`config.mk`:
```
export PLATFORM = sky130hd
export DESIGN_NAME = regbank_write_arbiter
export DESIGN_NICKNAME = d
export VERILOG_FILES = /design/src/rtl/regbank_write_arbiter.sv
export SDC_FILE = /design/constraint.sdc
export NUM_CORES = 1
export LEC_CHECK = 0
export ABC_CLOCK_PERIOD_IN_PS = 2870
export CAP_MARGIN = 20
export CORE_UTILIZATION = 42
export DETAILED_ROUTE_END_ITERATION = 12
export PLACE_DENSITY = 0.82
export SYNTH_ARGS = -nofsm -noshare
export SYNTH_HDL_FRONTEND = slang
export SYNTH_SLANG_ARGS = --single-unit
export TNS_END_PERCENT = 50
```
`constraint.sdc`:
```
create_clock -name clk -period 2.87 [get_ports clk]
set_input_delay 0.287 -clock clk [delete_from_list [all_inputs] [get_ports clk]]
set_output_delay 0.287 -clock clk [all_outputs]
set_load 0.005 [all_outputs]
```
`src/rtl/regbank_write_arbiter.sv`:
```
// regbank_write_arbiter
//   Two-requester write arbiter in front of a bank of NREG registers.
//   A granted request becomes one WRITE cycle on the bank side: a one-hot
//   register select, a shared write enable and shared write data. Simultaneous
//   requests are resolved round-robin. Requesters hold req/addr/data until they
//   see their ack pulse. An address outside the bank is acknowledged with err
//   and does not touch the bank.
//
// Ports
//   clk            system clock, rising edge
//   rst            asynchronous reset, active-low
//   req0/1         write request, held until the matching ack
//   addr0/1        target register index (AW bits)
//   data0/1        write data (DW bits)
//   ack0/1         1-cycle pulse, transaction committed
//   chosen         one-hot register select into the bank (zero when idle)
//   w_en           write enable into the bank
//   w_data         write data into the bank
//   busy           high during a WRITE cycle
//   err            1-cycle pulse, acked transaction had addr >= NREG
module regbank_write_arbiter #(
   parameter int NREG = 6,
   parameter int AW   = 3,
   parameter int DW   = 13
) (
   input  logic            clk,
   input  logic            rst,
   input  logic            req0,
   input  logic [AW-1:0]   addr0,
   input  logic [DW-1:0]   data0,
   output logic            ack0,
   input  logic            req1,
   input  logic [AW-1:0]   addr1,
   input  logic [DW-1:0]   data1,
   output logic            ack1,
   output logic [NREG-1:0] chosen,
   output logic            w_en,
   output logic [DW-1:0]   w_data,
   output logic            busy,
   output logic            err
);

   typedef enum logic {IDLE, WRITE} state_t;

   // NREG may equal 2**AW, so the range limit needs one extra bit.
   localparam logic [AW:0] NREG_LIMIT = (AW + 1)'(NREG);

   state_t          state_reg, state_next;
   logic            winner_reg, winner_next;
   logic            rr_reg, rr_next;

   logic            grant_valid;
   logic [AW-1:0]   grant_addr;
   logic [DW-1:0]   grant_data;
   logic            grant_in_range;
   logic [NREG-1:0] grant_onehot;

   logic [NREG-1:0] chosen_reg;
   logic            w_en_reg;
   logic [DW-1:0]   w_data_reg;
   logic            ack0_reg, ack1_reg;
   logic            busy_reg;
   logic            err_reg;

   // Decide what the next cycle does. grant_valid means the next cycle is a
   // WRITE for requester winner_next; its outputs are registered below.
   always_comb begin
      state_next  = state_reg;
      winner_next = winner_reg;
      rr_next     = rr_reg;
      grant_valid = 1'b0;
      case (state_reg)
         IDLE: begin
            if (req0 || req1) begin
               grant_valid = 1'b1;
               state_next  = WRITE;
               winner_next = (req0 && req1) ? rr_reg : req1;
            end
         end
         WRITE: begin
            rr_next = ~winner_reg;
            // Only the loser may follow directly; the requester just acked
            // is still showing its old request on this edge.
            if (winner_reg ? req0 : req1) begin
               grant_valid = 1'b1;
               winner_next = ~winner_reg;
            end else begin
               state_next = IDLE;
            end
         end
         default: state_next = IDLE;
      endcase
   end

   assign grant_addr     = winner_next ? addr1 : addr0;
   assign grant_data     = winner_next ? data1 : data0;
   assign grant_in_range = ({1'b0, grant_addr} < NREG_LIMIT);

   // Out-of-range addresses match no slice, so the select stays zero for them.
   genvar gi;
   generate
      for (gi = 0; gi < NREG; gi++) begin : g_sel
         assign grant_onehot[gi] = (grant_addr == AW'(gi));
      end
   endgenerate

   always_ff @(posedge clk or negedge rst) begin
      if (!rst) begin
         state_reg  <= IDLE;
         winner_reg <= 1'b0;
         rr_reg     <= 1'b0;
         chosen_reg <= '0;
         w_en_reg   <= 1'b0;
         w_data_reg <= '0;
         ack0_reg   <= 1'b0;
         ack1_reg   <= 1'b0;
         busy_reg   <= 1'b0;
         err_reg    <= 1'b0;
      end else begin
         state_reg  <= state_next;
         winner_reg <= winner_next;
         rr_reg     <= rr_next;
         chosen_reg <= grant_valid ? grant_onehot : '0;
         w_en_reg   <= grant_valid & grant_in_range;
         ack0_reg   <= grant_valid & ~winner_next;
         ack1_reg   <= grant_valid & winner_next;
         busy_reg   <= grant_valid;
         err_reg    <= grant_valid & ~grant_in_range;
         // Data is latched at grant and held between writes.
         if (grant_valid) begin
            w_data_reg <= grant_data;
         end
      end
   end

   assign chosen = chosen_reg;
   assign w_en   = w_en_reg;
   assign w_data = w_data_reg;
   assign ack0   = ack0_reg;
   assign ack1   = ack1_reg;
   assign busy   = busy_reg;
   assign err    = err_reg;

endmodule

```
Yosys cells after proc, flatten, opt, wreduce, memory -nomap -nowiden
Index checks and enable logic that the tools add are counted.
- $lt $le $gt $ge: 1
- eq/ne operators: 5
- muxes and demuxes: 11
- bitwise operators: 8
- reduce and logical (&&, ||, !) cells: 3
- operators by type and width (cell ; count):
    13-bit two-way mux ; 1
    3-bit by 2-bit == test with 1-bit output (second input constant) ; 2
    3-bit == test (second input constant) ; 2
    1-bit two-way mux ; 6
    6-bit two-way mux ; 1
    1-bit AND ; 4
    1-bit NOT ; 4
    1-bit case mux with 2 select lines ; 2
    3-bit by 1-bit == test with 1-bit output (second input constant) ; 1
    3-bit zero test ; 1
    3-bit < comparator (second input constant) ; 1
    3-bit two-way mux ; 1
    1-bit logical AND ; 1
    1-bit logical OR ; 1
- flip-flop bits (word level): 26
- output and inout bits: 24
- logic and storage cells: 37

Longest topological paths before layout
Gate-level depths: netlist of the first run.
- depth after elaboration: 8
- depth in mapped cells: 6
- depth with buffers taken out: 5

Worst setup path before layout of the first run
No wires, ideal clock.
- kind: flip-flop to flip-flop
- from: register busy (netlist name)
- to: register w_data_reg[5], in the netlist w_data[5]
- setup time: 0.125 ns
- arrival: 1.691 ns
- slack: 1.054 ns
- cell stages (with the launch flop): 6
- buffers on the path: 1
- period minus slack after synthesis: 1.816 ns
- cell sequence: dfrtp_1 > and2b_4 > o32ai_4 > buf_12 > mux2_4 > mux2_4
- RTL lines (item ; line ; source):
    to (signal assigned) ; 131 ; w_data_reg <= grant_data;
    to (decl) ; 60 ; logic [DW-1:0] w_data_reg;

Worst setup path after layout of the first run
- from: input port req0
- to: register w_data_reg[4], in the netlist w_data[4]
- cells in the longest elaborated chain, start to end: 5
- RTL lines (item ; line ; source):
    from (decl) ; 28 ; input logic req0,
    1-bit logical AND ; 77 ; winner_next = (req0 && req1) ? rr_reg : req1;
    1-bit two-way mux ; 77 ;
    1-bit two-way mux ; 74 ; if (req0 || req1) begin
    1-bit case mux with 2 select lines ; 72 ; case (state_reg)
    13-bit two-way mux ; 96 ; assign grant_data = winner_next ? data1 : data0;
Parallel ways exist; a longest one is shown, timed or not.
A chain may end at the register's enable or synchronous reset.

==> results, run 1 <==
- The number of buffers created by CTS is 3.
- The flow ran to the end, and the final reports show no timing, DRC or antenna violations.
- The worst-margin pin slew is 553 ps.
- The overflow left after global routing is 0.
- TritonCTS built the clock tree.
- After detailed routing, the average wire length per cell comes to 14.7 microns.
- Of the available clock period, the critical path in the final layout requires 0.681.
- After legalization and detailed placement, the total HPWL measured 2.36 mm.
- The worst min-delay path category is in2async.
- Yosys printed 0 warnings.
- The total standard cell area after synthesis is 0.00137 sq mm.
- The all-layer global routing usage is 0.178.
- The number of buffers inserted by post-CTS setup repair is 0.
- The worst endpoint data arrival time is ~2200 ps.
- The initial antenna violation count is 0.
- The final-report max-slew violation count is 0.
- Setup violations remaining at the end of the flow were counted as 0.
- After synthesis, the largest family of logic cells by area is multiplexers.
- The most frequent cell after synthesis is dfrtp_1.
- The clock sink count is 26.
- The accumulated negative setup slack is 0 ps.
- The critical path start-end classification is in2reg.
- The area share of the leading cell type in the synthesized netlist is 0.475.
- The die height is 59.1 microns.
- The cell at the root of the clock tree is clkbuf_4.
- Ranked by total cell area, the synthesized netlist is headed by dfrtp_1 48%, mux2_4 22%, mux2_1 2.5%.
- The adder and majority gate portion of the synthesized area is 0.
- The stage delay of the slowest cell on the critical path is slightly above 600 ps.
- Of the post-synthesis cell area, the part taken by muxes is 0.291.
- The number of flip-flops under the largest register name is 13.
- The number of global-route vias before repair is 1,029.
- The number of antenna repair diodes is 0.
- The post-synthesis sequential area ratio is 0.475.
- On the final layout, the worst hold slack is 304 ps.
- The largest clock skew in the final design is 8.92 ps.
- The fraction of final layout cells with drive strength greater than 1 is 0.242.
- The first-pass GRT wire length is approximately 4.7 mm.
- Measured against its own limit, the worst slew margin works out to 0.629.
- The later-pin clock latency in the skew report is around 320 ps.
- In this run the standard cell core region covers 0.00308 sq mm.
- For this design, the CTS-stage hold fixing added 0 buffers.
- The worst-case IR drop observed on VDD is 364 uV.
- The worst setup path is launched from an input port.
- The dominant delay contributor by cell family on the critical path is buffers and inverters.
- The count of buffering cells on the critical path with inverters included is 3.
- The cell leakage power is between 0.9 and 1 nW.
- The initial DRC count is 15.
- The die covers 0.00349 sq mm.
- Setup repair after global routing left no endpoint under its margin.
- The detailed-route wire length is 3.00 mm.
- The via count normalized by instance count is 4.86.
- CTS built an H-tree with a depth of 1.
- After layout, the minimum clock period comes to 1950 ps.
- The worst path meets setup with 915 ps of slack.
- The number of optimization iterations in the first detailed-route pass is 4.
- The area overhead of the layout relative to synthesis is 49.7%.
- The flip-flop and latch count after synthesis is 26.
- The critical path goes through clkdlybuf4s50_1 > inv_2 > o32ai_4 > buf_4 > mux2_1 > mux2_2.
- The maximum number of pins on one net before global-route repair is 27.
- The initial utilization of the core area, before any placement, comes to 0.445.
- The clock passes through at most 2 buffers.
- The data required time of the critical path is ~3100 ps.
- Yosys mapped the design onto 32 distinct sky130hd cell types.
- The critical path's slowest cell is clkdlybuf4s50_1.
- Across the run, the number of max-cap violations was 0.
- The number of nets at the end of the flow is 198.
- The width of the chip is 59.1 microns.
- The final number of hold-violating endpoints is 0.
- The number of enable-type register cells in the synthesized netlist is 0.
- The average footprint of a synthesized cell is 13.8 sq um.
- Of the total synthesized cell area, the portion taken by AND, OR, NAND and NOR gates is 0.112.
- The final route contains 997 vias.
- The largest fanout on the critical path is 15.
- In the synthesized netlist, the cells that appear most often are 26 x dfrtp_1, 20 x mux2_4, 6 x nor2_1.
- The kind of capture point of the worst setup path is a flip-flop.
- For this design the top-level I/O count stands at 60.
- The worst setup timing slack at the placement stage is between 500 and 600 ps.
- Counting flops with an async set or reset pin after synthesis yields a share of 1.00.
- The total instance count after detailed placement is 201.
- Routability-driven placement finished with a final weighted congestion of around 0.8.
- The synthesized instance count is 99.
- The most used flip-flop cell after synthesis is dfrtp_1.
- The final antenna-violating net count is 0.
- In this run the core area contains 20 standard-cell rows.
- The finished layout holds just over 200 standard cells, fillers aside.
- The number of nets in the synthesized netlist is 135.
- The logic depth of the worst register-to-register path is 6.
- The number of cells upsized or downsized after cts is 0.
- The logic depth of the worst setup path including buffers is 6.
- The largest total area in the synthesized netlist belongs to dfrtp_1.
- The count of buffers added on input and output ports is 59.
- The number of remaining DRC errors is 0.
- The maximum achievable frequency is 512 MHz.
- The total power per unit cell area is 564 mW/mm^2.
- The synthesized-area fraction occupied by ao, oa, aoi and oai cells is 0.0786.
- The clock slew seen by the registers of the worst setup and hold paths is 150 ps.
- The xor and xnor fraction of the mapped netlist area is 0.
==> power breakdown <==
group / switching, mW / leakage [nW] / internal (mW)
Clock: 0.112 / 0.0279 / 0.141
Combinational: 0.150 / 0.562 / 0.283
Sequential: 0.0371 / 0.319 / 0.433
Total: 0.299 / 0.909 / 0.857
==> worst paths after layout <==
| check | start | to | slack, ps |
|---|---|---|---|
| min reg2reg | w_data[12] | w_data[12] | 530 |
| min in group clk | w_data[12] | w_data[12] | 530 |
| max | req0 | w_data[4] | 920 |
| max in group asynchronous | rst | chosen[2] | 2310 |
| max reg2reg | busy | chosen[2] | 920 |
| min | rst | busy | 300 |
==> routing by layer <==
metal / vias to the layer above / track usage / part of all wire
li1: 479 / - / -
met1: 499 / 0.214 / 0.40
met2: 19 / 0.346 / 0.58
met3: 0 / 0.0109 / 0.022
met4: 0 / 0.0408 / 0
met5: - / 0 / 0
==> stage by stage <==
stage | area [sq um] | util | power, mW
after global routing | 2050 | 0.666 | 1.21
after floorplan | 1370 | - | 0.698
after global placement | 2000 | 0.649 | 0.894
final | 2050 | 0.666 | 1.16
after detailed placement | 2000 | 0.649 | 0.911
after CTS | 2050 | 0.666 | 1.16
==> cells in the final DEF (no fill, tap or decap), types with 2 or more instances in the layout <==
master and count:
nor2b_1 2, mux2_1 3, inv_1 2, clkdlybuf4s50_1 59, inv_2 3, mux2_4 20
buf_4 3, nor3_1 5, nand2b_1 3, nand3b_1 2, mux2i_1 3, clkbuf_4 3
a21oi_1 2, dfrtp_1 26, nor2_1 6, mux2_2 3
==> logic make-up (layout without fill, tap and decap cells) <==
group,after synthesis,in the layout
muxes,29,29
DFF,26,26
and+or+nand+nor,25,25
AOI/OAI and AO/OA,10,10
buffers and inverters,9,71
==> cell type report <==
cell class / instances / area, sq um
Clock buffer: 3 / 22.5
Sequential cell: 26 / 651
Timing Repair Buffer: 62 / 613
Clock inverter: 1 / 30.0
Tap cell: 44 / 55.1
Multi-Input combinational cell: 64 / 659
Fill cell: 243 / 1030
Inverter: 5 / 18.8
Power figures use the tool's default switching activity.
==> inputs of run 2 (changes only) <==
--- a/config.mk
+++ b/config.mk
@@ -5,11 +5,11 @@
 export SDC_FILE = /design/constraint.sdc
 export NUM_CORES = 1
 export LEC_CHECK = 0
-export ABC_CLOCK_PERIOD_IN_PS = 2870
+export ABC_CLOCK_PERIOD_IN_PS = 1600
 export CAP_MARGIN = 20
-export CORE_UTILIZATION = 42
+export CORE_UTILIZATION = 37
 export DETAILED_ROUTE_END_ITERATION = 12
-export PLACE_DENSITY = 0.82
+export PLACE_DENSITY = 0.77
 export SYNTH_ARGS = -nofsm -noshare
 export SYNTH_HDL_FRONTEND = slang
 export SYNTH_SLANG_ARGS = --single-unit
==> constraint.sdc (replaced) <==
create_clock -name clk -period 1.6 [get_ports clk]
set_input_delay 0.16 -clock clk [delete_from_list [all_inputs] [get_ports clk]]
set_output_delay 0.16 -clock clk [all_outputs]
set_load 0.005 [all_outputs]
==> results, run 2 (same netlist as run 1, synthesis figures left out) <==
- The net switching power figure came to 546 uW (+83%).
- The number of nets at the end of the flow is 213 (+7.6%).
- The peak supply drop is 451 uV (+24%).
- The final RePlAce weighted congestion is 0.815 (+2.0%).
- The floorplan row count came to 21 (+5.0%).
- The number of I/O port buffers is 59 (unchanged).
- The count of hold-fix buffers inserted at cts was 0 (unchanged).
- The number of antenna repair diodes is 0 (unchanged).
- The later-pin clock latency in the skew report is 260 ps (-60 ps).
- The number of filler instances in the final layout was 270 (+11%).
- The number of flip-flops under the largest register name is 13 (unchanged).
- The detailed-route wire length is 3.11 mm (+3.6%).
- The number of maximum-capacitance violations came to 0 (unchanged).
- The worst endpoint data arrival time was 1910 ps (-270 ps).
- The utilization after layout is 0.649 (-0.0170).
- The final antenna-violating net count is 0 (unchanged).
- The post-layout instance count excluding filler cells is 221 (+7.8%).
- The clock network fraction of total power is 0.166 (-0.053).
- The largest fanout on the critical path is 12 (-3).
- The cell with the most instances on the worst path is mux2_4.
- The clock sink count is 26 (unchanged).
- The initial DRC count is 9 (-6).
- The average detailed-routed wire length per instance came to 14.1 microns (-3.9%).
- The via count normalized by instance count came to 4.83 (-0.73%).
- The internal power consumption is 1.55 mW (+81%).
- The number of global-route vias before repair came to 1,172 (+14%).
- The data required time of the critical path is 1750 ps (-1350 ps).
- The largest clock skew in the final design is 4.35 ps (-4.57 ps).
- The power share of the sequential group is 0.402 (-0.005).
- The cell leakage power is 0.992 nW (+9.1%).
- The fraction of final layout cells with drive strength greater than 1 is 0.326 (+0.0835).
- The library cell used most frequently in the layout, excluding fill and tap cells, is clkdlybuf4s50_1.
- The final number of hold-violating endpoints was 0 (unchanged).
- The worst slew margin relative to its limit is 0.784 (+0.155).
- The maximum level of the CTS H-tree was 1 (unchanged).
- The critical path's slowest cell is dfrtp_1.
- The worst-margin pin slew came to 323 ps (-230 ps).
- The boundary pin count came to 60 (unchanged).
- Clock tree synthesis selected as its root buffer the cell clkbuf_8.
- The critical path is of the reg2reg type.
- The register-to-register path setup slack is -170 ps (-1080 ps).
- In the layout the commonest cells are 59 x clkdlybuf4s50_1, 26 x dfrtp_1, 20 x mux2_4.
- The sequential cell area is 651 sq um (unchanged).
- The signal on the critical path passes through and2b_4 > o32ai_4 > buf_12 > mux2_4 > mux2_4.
- The total instance count after detailed placement is 217 (+8.0%).
- The width of the chip came to 62.8 microns (+6.3%).
- The accumulated negative setup slack is -2300 ps (-2300 ps).
- The smallest clock period supported by the final layout is computed as 1770 ps.
- The number of buffers created by CTS is 3 (unchanged).
- The total power per unit cell area came to 939 mW/mm^2 (+67%).
- The run finished, with violations left.
- Dividing the final minimum period by the clock period gives 1.10.
- The final reports fail on setup timing.
- The kind of cell with the highest combined delay along the critical path is multiplexers.
- The min-delay analysis places its worst path in the category in2async.
- The initial antenna violation count is 0 (unchanged).
- The area enclosed by the die boundary is 0.00395 sq mm (+13%).
- The overflow left after global routing is 0 (unchanged).
- The count of buffering cells on the critical path with inverters included is 1 (-2).
- The all-layer global routing usage is 0.169 (-0.00992).
- The area overhead of the layout relative to synthesis is 63.2%.
- The final-report max-slew violation count is 0 (unchanged).
- The maximum number of pins on one net before global-route repair is 27 (unchanged).
- The kind of capture point of the worst setup path is a flip-flop.
- TritonCTS built the clock tree.
- The number of optimization iterations in the first detailed-route pass is 4 (unchanged).
- The footprint of the multi-input gates is 694 sq um (+5.3%).
- The routed via count is 1,067 (+7.0%).
- The area of the core came to 0.00344 sq mm (+12%).
- The die height is 62.8 microns (+6.3%).
- The combinational fraction of design power is 0.432 (+0.058).
- Setup repair after global routing could not meet its margin everywhere.
- The clock tree buffer depth is 2 (unchanged).
- The switching part of the total power came to 0.260 (+0.00162).
- The stage delay of the slowest cell on the critical path is 400 ps (-220 ps).
- Based on the critical path, the design can be clocked at up to ~570 MHz.
- The initial core utilization is 0.398 (-0.0470).
- The startpoint class of the critical path is a flip-flop.
- The number of remaining DRC errors is 0 (unchanged).
- The minimum setup slack in the final design is -168 ps (-1080 ps).
- The number of endpoints failing setup at the final stage was 19 (+19).
- The clock slew seen by the registers of the worst setup and hold paths was 80 ps (-70 ps).
- The first-pass GRT wire length is 5.14 mm (+9.4%).
- The post-DP HPWL is 2.41 mm (+2.3%).
[run 2: changes by cell type in the layout (fill, tap and decap cells not counted), sizes merged]
cell	before	now
bufinv	1	0
buf	3	18
[run 2: area by class of cell]
type | count | area share
tap | 46 | 0.0258
clock buffer | 3 | 0.0185
sequential | 26 | 0.291
timing repair buffer | 77 | 0.345
multi-input combinational | 64 | 0.311
inverter | 5 | 0.00840
[run 2: stage by stage]
stage	cell area, sq um	total power, mW	setup WS (ps)	hold slack, ps
after global placement	2140	1.70	-304	502
after detailed placement	2140	1.73	-351	494
final	2230	2.10	-168	261
after global routing	2230	2.21	-223	292
after CTS	2200	2.10	-188	269
after floorplan	1370	1.25	-216	-136
[run 2: routing by layer]
| metal | GRT usage | vias to the layer above | part of all wire |
|---|---|---|---|
| li1 | - | 506 | - |
| met1 | 0.189 | 511 | 0.40 |
| met2 | 0.307 | 42 | 0.53 |
| met3 | 0.0328 | 8 | 0.048 |
| met4 | 0.0727 | 0 | 0.021 |
| met5 | 0 | - | 0 |
[run 2: worst paths after layout]
check	start	end	cells past startpoint
setup / recovery	busy	w_data[12]	5
hold / removal	rst	w_en	2
setup reg to reg	busy	w_data[12]	5
hold reg to reg	w_data[0]	w_data[0]	1
max in group asynchronous	rst	w_data[1]	2
min in group clk	w_data[0]	w_data[0]	1
[run 2: worst reg2reg max path, stage by stage, from the launching register on]
cell     delay (ps)
dfrtp_1         400
and2b_4         180
o32ai_4         310
buf_12          200
mux2_4          310
mux2_4          260
[run 2: power by group through the flow]
| stage | logic [mW] | registers, mW | clock network, mW |
|---|---|---|---|
| 2_1_floorplan | 0.394 | 0.857 | 0 |
| 3_3_place_gp | 0.848 | 0.852 | 0 |
| 3_5_place_dp | 0.875 | 0.851 | 0 |
| 4_1_cts | 0.892 | 0.845 | 0.360 |
| 5_1_grt | 0.966 | 0.859 | 0.380 |
| 6_report | 0.905 | 0.843 | 0.349 |
[run 2: timing repair]
item | 4_1_cts | 5_1_grt
pin swaps | 1 | 0
setup buffers | 1 | 0
gates resized for setup | 3 | 5
endpoints found under the hold margin | 0 | 0
setup endpoints to repair | 19 | 22
